--- config.mk ---
export PLATFORM = sky130hd
export DESIGN_NAME = mult_seq_skip_param
export DESIGN_NICKNAME = d
export VERILOG_FILES = /design/src/rtl/mult_seq_skip_param.sv
export SDC_FILE = /design/constraint.sdc
export NUM_CORES = 1
export LEC_CHECK = 0
export BUFFER_PORTS_ARGS = -buffer_cell sky130_fd_sc_hd__buf_4
export CORE_ASPECT_RATIO = 1.75
export CORE_MARGIN = 5
export CORE_UTILIZATION = 56
export DETAILED_ROUTE_END_ITERATION = 16
export GPL_TIMING_DRIVEN = 1
export PLACE_DENSITY = 0.79
export SLEW_MARGIN = 10
export SYNTH_ARGS = -nofsm -noshare
export SYNTH_HDL_FRONTEND = slang
export SYNTH_SLANG_ARGS = --single-unit
--- constraint.sdc ---
create_clock -name clk -period 9 [get_ports clk]
set_input_delay 1.35 -clock clk [delete_from_list [all_inputs] [get_ports clk]]
set_output_delay 1.35 -clock clk [all_outputs]
set_load 0.02 [all_outputs]
--- src/rtl/mult_seq_skip_param.sv ---
// Sequential unsigned multiplier: one A_CHUNK x B_CHUNK partial product per RUN cycle,
// with all-zero upper chunks of either operand skipped and a registered done pulse.
module mult_seq_skip_param #(
    parameter int A_W     = 32,
    parameter int B_W     = 32,
    parameter int A_CHUNK = 8,
    parameter int B_CHUNK = 16
) (
    input  logic                 clk,
    input  logic                 reset,
    input  logic                 start,
    input  logic [A_W-1:0]       a,
    input  logic [B_W-1:0]       b,
    output logic                 busy,
    output logic                 done,
    output logic [A_W+B_W-1:0]   product
);

    localparam int NA  = A_W / A_CHUNK;
    localparam int NB  = B_W / B_CHUNK;
    localparam int P_W = A_W + B_W;
    localparam int NAW = $clog2(NA + 1);
    localparam int NBW = $clog2(NB + 1);
    localparam int SW  = $clog2(P_W);
    localparam int PPW = A_CHUNK + B_CHUNK;

    typedef enum logic {IDLE, RUN} state_t;

    state_t           state_q, state_d;
    logic [A_W-1:0]   a_q, a_d;
    logic [B_W-1:0]   b_q, b_d;
    logic [NAW-1:0]   i_q, i_d, na_q, na_d;
    logic [NBW-1:0]   j_q, j_d, nb_q, nb_d;
    logic [P_W-1:0]   product_q, product_d;
    logic             done_q, done_d;

    logic [A_CHUNK-1:0] a_slice;
    logic [B_CHUNK-1:0] b_slice;
    logic [PPW-1:0]     pp;
    logic [SW-1:0]      sh;
    logic [P_W-1:0]     pp_sh;

    // Number of A chunks up to and including the highest nonzero one (at least 1).
    function automatic logic [NAW-1:0] eff_a(input logic [A_W-1:0] v);
        logic [NAW-1:0] n;
        n = NAW'(1);
        for (int k = 0; k < NA; k++) begin
            if (v[k*A_CHUNK +: A_CHUNK] != '0) n = NAW'(k + 1);
        end
        return n;
    endfunction

    function automatic logic [NBW-1:0] eff_b(input logic [B_W-1:0] v);
        logic [NBW-1:0] n;
        n = NBW'(1);
        for (int k = 0; k < NB; k++) begin
            if (v[k*B_CHUNK +: B_CHUNK] != '0) n = NBW'(k + 1);
        end
        return n;
    endfunction

    assign a_slice = a_q[i_q*A_CHUNK +: A_CHUNK];
    assign b_slice = b_q[j_q*B_CHUNK +: B_CHUNK];
    assign pp      = a_slice * b_slice;
    assign sh      = SW'(i_q * A_CHUNK + j_q * B_CHUNK);
    assign pp_sh   = P_W'(pp) << sh;

    always_comb begin
        state_d   = state_q;
        a_d       = a_q;
        b_d       = b_q;
        i_d       = i_q;
        j_d       = j_q;
        na_d      = na_q;
        nb_d      = nb_q;
        product_d = product_q;
        done_d    = 1'b0;
        case (state_q)
            IDLE: begin
                if (start) begin
                    state_d   = RUN;
                    a_d       = a;
                    b_d       = b;
                    product_d = '0;
                    i_d       = '0;
                    j_d       = '0;
                    na_d      = eff_a(a);
                    nb_d      = eff_b(b);
                end
            end
            RUN: begin
                product_d = product_q + pp_sh;
                // i is the inner index; the final pair returns to IDLE and pulses done
                if (i_q == na_q - NAW'(1)) begin
                    i_d = '0;
                    if (j_q == nb_q - NBW'(1)) begin
                        state_d = IDLE;
                        done_d  = 1'b1;
                    end else begin
                        j_d = j_q + NBW'(1);
                    end
                end else begin
                    i_d = i_q + NAW'(1);
                end
            end
            default: state_d = IDLE;
        endcase
    end

    always_ff @(posedge clk or posedge reset) begin
        if (reset) begin
            state_q   <= IDLE;
            i_q       <= '0;
            j_q       <= '0;
            na_q      <= NAW'(1);
            nb_q      <= NBW'(1);
            product_q <= '0;
            done_q    <= 1'b0;
        end else begin
            state_q   <= state_d;
            i_q       <= i_d;
            j_q       <= j_d;
            na_q      <= na_d;
            nb_q      <= nb_d;
            product_q <= product_d;
            done_q    <= done_d;
        end
    end

    // Captured operands are pure data and need no reset.
    always_ff @(posedge clk) begin
        a_q <= a_d;
        b_q <= b_d;
    end

    assign busy    = (state_q == RUN);
    assign done    = done_q;
    assign product = product_q;

endmodule

## After elaboration in Yosys (flattened, before gate mapping)

Cells that the tools add are included.

| operators by class | value |
|---|---|
| shift operators | 3 |
| multiplexer cells | 20 |
| reductions and logical operators | 6 |
| div/mod/pow operators | 0 |
| equal/unequal tests | 5 |
| $lt $le $gt $ge | 0 |
| bitwise logic cells | 1 |
| $add $sub $neg | 6 |
| multipliers | 1 |

Operators by type and width:

| kind | number |
|---|---|
| one-hot mux 64 bit (2 select lines) | 1 |
| adder 64 bit | 1 |
| 2-to-1 mux 64 bit | 1 |
| left shift 24 x 6 -> 64 bit | 1 |
| indexed part select 32 x 7 -> 16 bit | 1 |
| indexed part select 32 x 7 -> 8 bit | 1 |
| multiplier 8 x 16 -> 24 bit | 1 |
| nonzero test 8 bit | 3 |
| nonzero test 16 bit | 1 |
| 2-to-1 mux 3 bit | 4 |
| 2-to-1 mux 2 bit | 5 |
| adder 6 bit | 1 |
| 2-to-1 mux 1 bit | 6 |
| one-hot mux 3 bit (2 select lines) | 1 |
| != test 2 bit (second input constant) | 2 |
| one-hot mux 2 bit (2 select lines) | 1 |
| adder 3 x 1 -> 3 bit (second input constant) | 1 |
| == test 3 bit | 1 |
| AND reduction 3 bit | 1 |
| subtractor 3 x 1 -> 3 bit (second input constant) | 1 |
| adder 2 x 1 -> 2 bit (second input constant) | 1 |
| == test 2 bit | 1 |
| != test 2 x 1 -> 1 bit (second input constant) | 1 |
| one-hot mux 1 bit (2 select lines) | 1 |
| 3 further kinds | 3 |

| storage, ports and cells | value |
|---|---|
| memories | 0 |
| bits in latches | 0 |
| register bits after elaboration | 140 |
| bits of input ports | 67 |
| bits in writable memories | 0 |
| bits in read-only memories | 0 |
| word-level logic and storage cells | 51 |
| output and inout bits | 66 |

## Depth between registers and ports, before layout

| logic depth | value |
|---|---|
| depth in word-level cells | 5 |
| mapped depth | 37 |
| depth with buffers taken out | 33 |

## Worst setup path after synthesis

No wires, ideal clock.

| path | value |
|---|---|
| path type | reg-to-reg |
| start point | register i_q[0] |
| end point | register product_q[62], in the netlist product[62] |
| stages on the path, launching flop included | 35 |
| arrival time | 9.128 ns |
| setup slack | -0.250 ns |
| clock period less this slack | 9.250 ns |
| buffers on the path | 4 |
| required time | 8.878 ns |
| path through | dfrtp_1 clkbuf_1 clkbuf_1 mux4_2 nand2b_1 clkbuf_1 nor2_1 fa_1 fa_1 fa_1 inv_1 fa_1 inv_1 ha_1 a21oi_1 nor2_1 o21ba_2 or3_1 a21bo_2 a31o_2 a21o_1 xor2_1 a221oi_1 nor2_1 ha_1 clkbuf_1 nand2_1 nor2_1 nand3_1 or4_4 o21a_4 o21a_4 a41o_1 a21o_1 a32o_1 |

| on the way | value |
|---|---|
| cells in the longest elaborated chain, start to end | 5 |
| elaborated cells between the ends (all ways) | 6 |
| classes of those cells | 2 x add/sub; 1 x mul; 2 x shift; 1 x mux |

Ends and longest elaborated chain:

| what | line | RTL |
|---|---|---|
| start: declaration | 32 | `logic [NAW-1:0] i_q, i_d, na_q, na_d;` |
| start signal: assignment | 121 | `i_q <= i_d;` |
| indexed part select 32 x 7 -> 8 bit | 62 | `assign a_slice = a_q[i_q*A_CHUNK +: A_CHUNK];` |
| multiplier 8 x 16 -> 24 bit | 64 | `assign pp = a_slice * b_slice;` |
| left shift 24 x 6 -> 64 bit (*) | 66 | `assign pp_sh = P_W'(pp) << sh;` |
| adder 64 bit (*) | 92 | `product_d = product_q + pp_sh;` |
| one-hot mux 64 bit (2 select lines) (*) | 78 | `case (state_q)` |
| end signal: assignment | 125 | `product_q <= product_d;` |
| end: declaration | 34 | `logic [P_W-1:0] product_q, product_d;` |

Every way passes the cells marked *; elsewhere a longest branch is shown, timed or not.
A chain may end at the register's enable or synchronous reset.

## Worst setup path after layout

| path | value |
|---|---|
| start point | register i_q[0] |
| end point | register product_q[60], in the netlist product[60] |

Same word-level chain as after synthesis.

==> impl_metrics.json <==
{
  "rows": 76,
  "reg2reg_slack_ps": 280,
  "dr.pass1.iters": 5,
  "cp-start-kind": "register",
  "drtIter0Drc": 890,
  "die_area_um2": 28000,
  "ys_seq_elements": 140,
  "start_util": 0.564,
  "grt_use_total": 0.314,
  "drive_above_1_share": 0.215,
  "grt_max_degree": 79,
  "crit_type": "register to register",
  "dp.cells": 1999,
  "synthAdderAreaFrac": 0.223,
  "area_growth_pct": 19.9,
  "final_cell_area_um2": 16500,
  "ys_async_sr_fraction": 0.543,
  "drt-total-wl_um": 43400,
  "ys_seq_area_frac": 0.277,
  "synth_edf_count": 64,
  "cts_buffers": 17,
  "status": "finished, final reports clean",
  "gp_congestion": 1.03,
  "htreeDepth": 4,
  "via_per_inst": 6.22,
  "post-route-period-util": 0.968,
  "synth_ff_type": "dfrtp_1",
  "syn_inst": 1537,
  "wl_per_cell_um": 21.3,
  "io_buffers": 132,
  "die_h_um": 218,
  "yosysTopAreaCell": "edfxtp_1",
  "syn_area_per_cell_um2": 8.97,
  "die_w_um": 129,
  "yosys_warnings": 0,
  "synthSimpleGateAreaFrac": 0.159,
  "tightest_slew_ps": 1060,
  "core_area_um2": 24400,
  "cp-end-kind": "register",
  "clk_pin_slew_worst_paths_ps": 80,
  "fin_cells": 2034,
  "yosysTopAreaCellShare": 0.139,
  "synth_compound_gate_area_share": 0.202,
  "antenna_cells": 0,
  "required_ps": 9340,
  "path_common_cell": "fa_1",
  "hpwl_um": 34000,
  "yosys.cell_count.top_type": "nor2_1",
  "overflow": 0,
  "fill_cells": 1972,
  "cap_violations": 0,
  "critPathMaxFanout": 7,
  "period_minus_slack_ps": 8720,
  "regArea_um2": 3830,
  "drv_slew": 0,
  "fin_nets": 1971,
  "drcViolationCount": 0,
  "muxShareOfSynthArea": 0.0269,
  "cts_max_path_buffers": 2,
  "fmax_ghz": 0.115,
  "cp.arrival_ps": 9050,
  "finalWorstSetupSlack_ps": 284,
  "multi_input_comb_area_um2": 9430,
  "antenna_found_initial": 0,
  "crit_slowest_cell": "fa_1",
  "synth_top_family_by_area": "adder cells",
  "finalSetupViolCount": 0,
  "numClockSinks": 140,
  "placedInstanceArea_um2": 15700,
  "hold_violations": 0,
  "ant_nets": 0,
  "fin_skew_ps": 15.0,
  "ys_top_cells_by_area": "edfxtp_1, dfrtp_1, fa_1, ha_1, nor2_1",
  "cp_slowest_stage_delay_ps": 560,
  "cts_tree": "yes",
  "dpl_worst_slack_ps": -252,
  "hold_class": "register to register",
  "io_pins": 133,
  "grt_pass1_wl_um": 68300,
  "synth_cell_type_count": 72,
  "max_slew_margin": 0.293,
  "grt_pass1_vias": 13200,
  "yosys.area_share.xor_xnor": 0.0527,
  "synth_top_cells_by_count": "nor2_1, inv_1, ha_1, a21oi_1, fa_1",
  "clk_latency_ps": 460,
  "fin_util": 0.677,
  "syn_area_um2": 13800,
  "dr_total_vias": 12600,
  "cts_root_buf": "clkbuf_16",
  "syn-num-nets": 1799
}
## flip-flops by register name (all words and copies together) (netlist names)
name and cells:
j_q 2, a_q 32, b_q 32, product 64, done 1, nb_q 2
busy 1, na_q 3, i_q 3
## layout make-up
cell class	count	area share
inverters	129	0.0293
flip-flops and latches	140	0.232
clock inverters	15	0.0116
repair buffers	238	0.108
clock buffers	17	0.0257
multi-input cells	1183	0.570
well taps	312	0.0236
## cell usage in the layout, fill, tap and decap left out, types with 6 or more instances in the layout
cell	n
a21o_1	43
a21oi_1	101
a22o_1	58
a31oi_1	10
a32o_1	7
and2_1	6
and3_1	16
buf_4	238
clkbuf_16	17
dfrtp_1	71
edfxtp_1	64
fa_1	85
ha_1	107
inv_1	127
inv_8	7
mux2i_1	19
mux4_2	8
nand2_1	75
nand2b_1	10
nand3_1	25
nand4_1	21
nor2_1	214
nor3_1	19
nor4_1	12
o21a_1	7
o21ai_0	56
o21bai_1	18
o22a_1	6
o22ai_1	17
o31ai_1	6
or2_2	34
or3_1	9
xnor2_1	46
xor2_1	33
## critical path, delay by kind of cell (launching register included)
family	cells	cell delay, ps
buf+inv	4	440
flops	1	450
simple gates	10	1980
fa+ha+maj	6	2740
compound gates	9	2100
xor+xnor	2	340
mux	1	540
## path summary, 6_finish.rpt
kind,startpoint,end,cells after the start
max in group asynchronous,reset,product[9],3
min in group asynchronous,reset,product[52],3
min reg2reg,na_q[2],na_q[2],1
min,na_q[2],na_q[2],1
max reg2reg,i_q[0],product[60],32
max,i_q[0],product[60],32
## routing by layer
| layer | vias to the layer above | track usage | share of wire |
|---|---|---|---|
| li1 | 5777 | - | - |
| met1 | 6137 | 0.316 | 0.33 |
| met5 | - | 0 | 0 |
| met2 | 535 | 0.563 | 0.53 |
| met4 | 0 | 0.253 | 0.094 |
| met3 | 200 | 0.0446 | 0.047 |
## through the flow
step	TNS (ps)	hold WS, ps
5_1_grt	-4.13	545
6_report	0	535
3_5_place_dp	-1480	518
3_3_place_gp	-571	491
2_1_floorplan	0	477
4_1_cts	0	536
## repair_timing
action,CTS,global route
hold buffers,0,0
buffers inserted,0,3
endpoints found under the hold margin,0,0
cloned,0,0
pin swaps,0,12
endpoints found under the setup margin,19,24
resized for setup,10,43
## logic make-up after synthesis
kind of cell	after synthesis
AO/OA/AOI/OAI	406
buffers and inverters	214
XOR/XNOR	83
adder cells (fa/ha/maj)	195
AND/OR/NAND/NOR	472
flip-flops	140
multiplexers	27
Power is not shown: default switching activity piles up to over one toggle a cycle in this logic, so the estimate is an artifact.
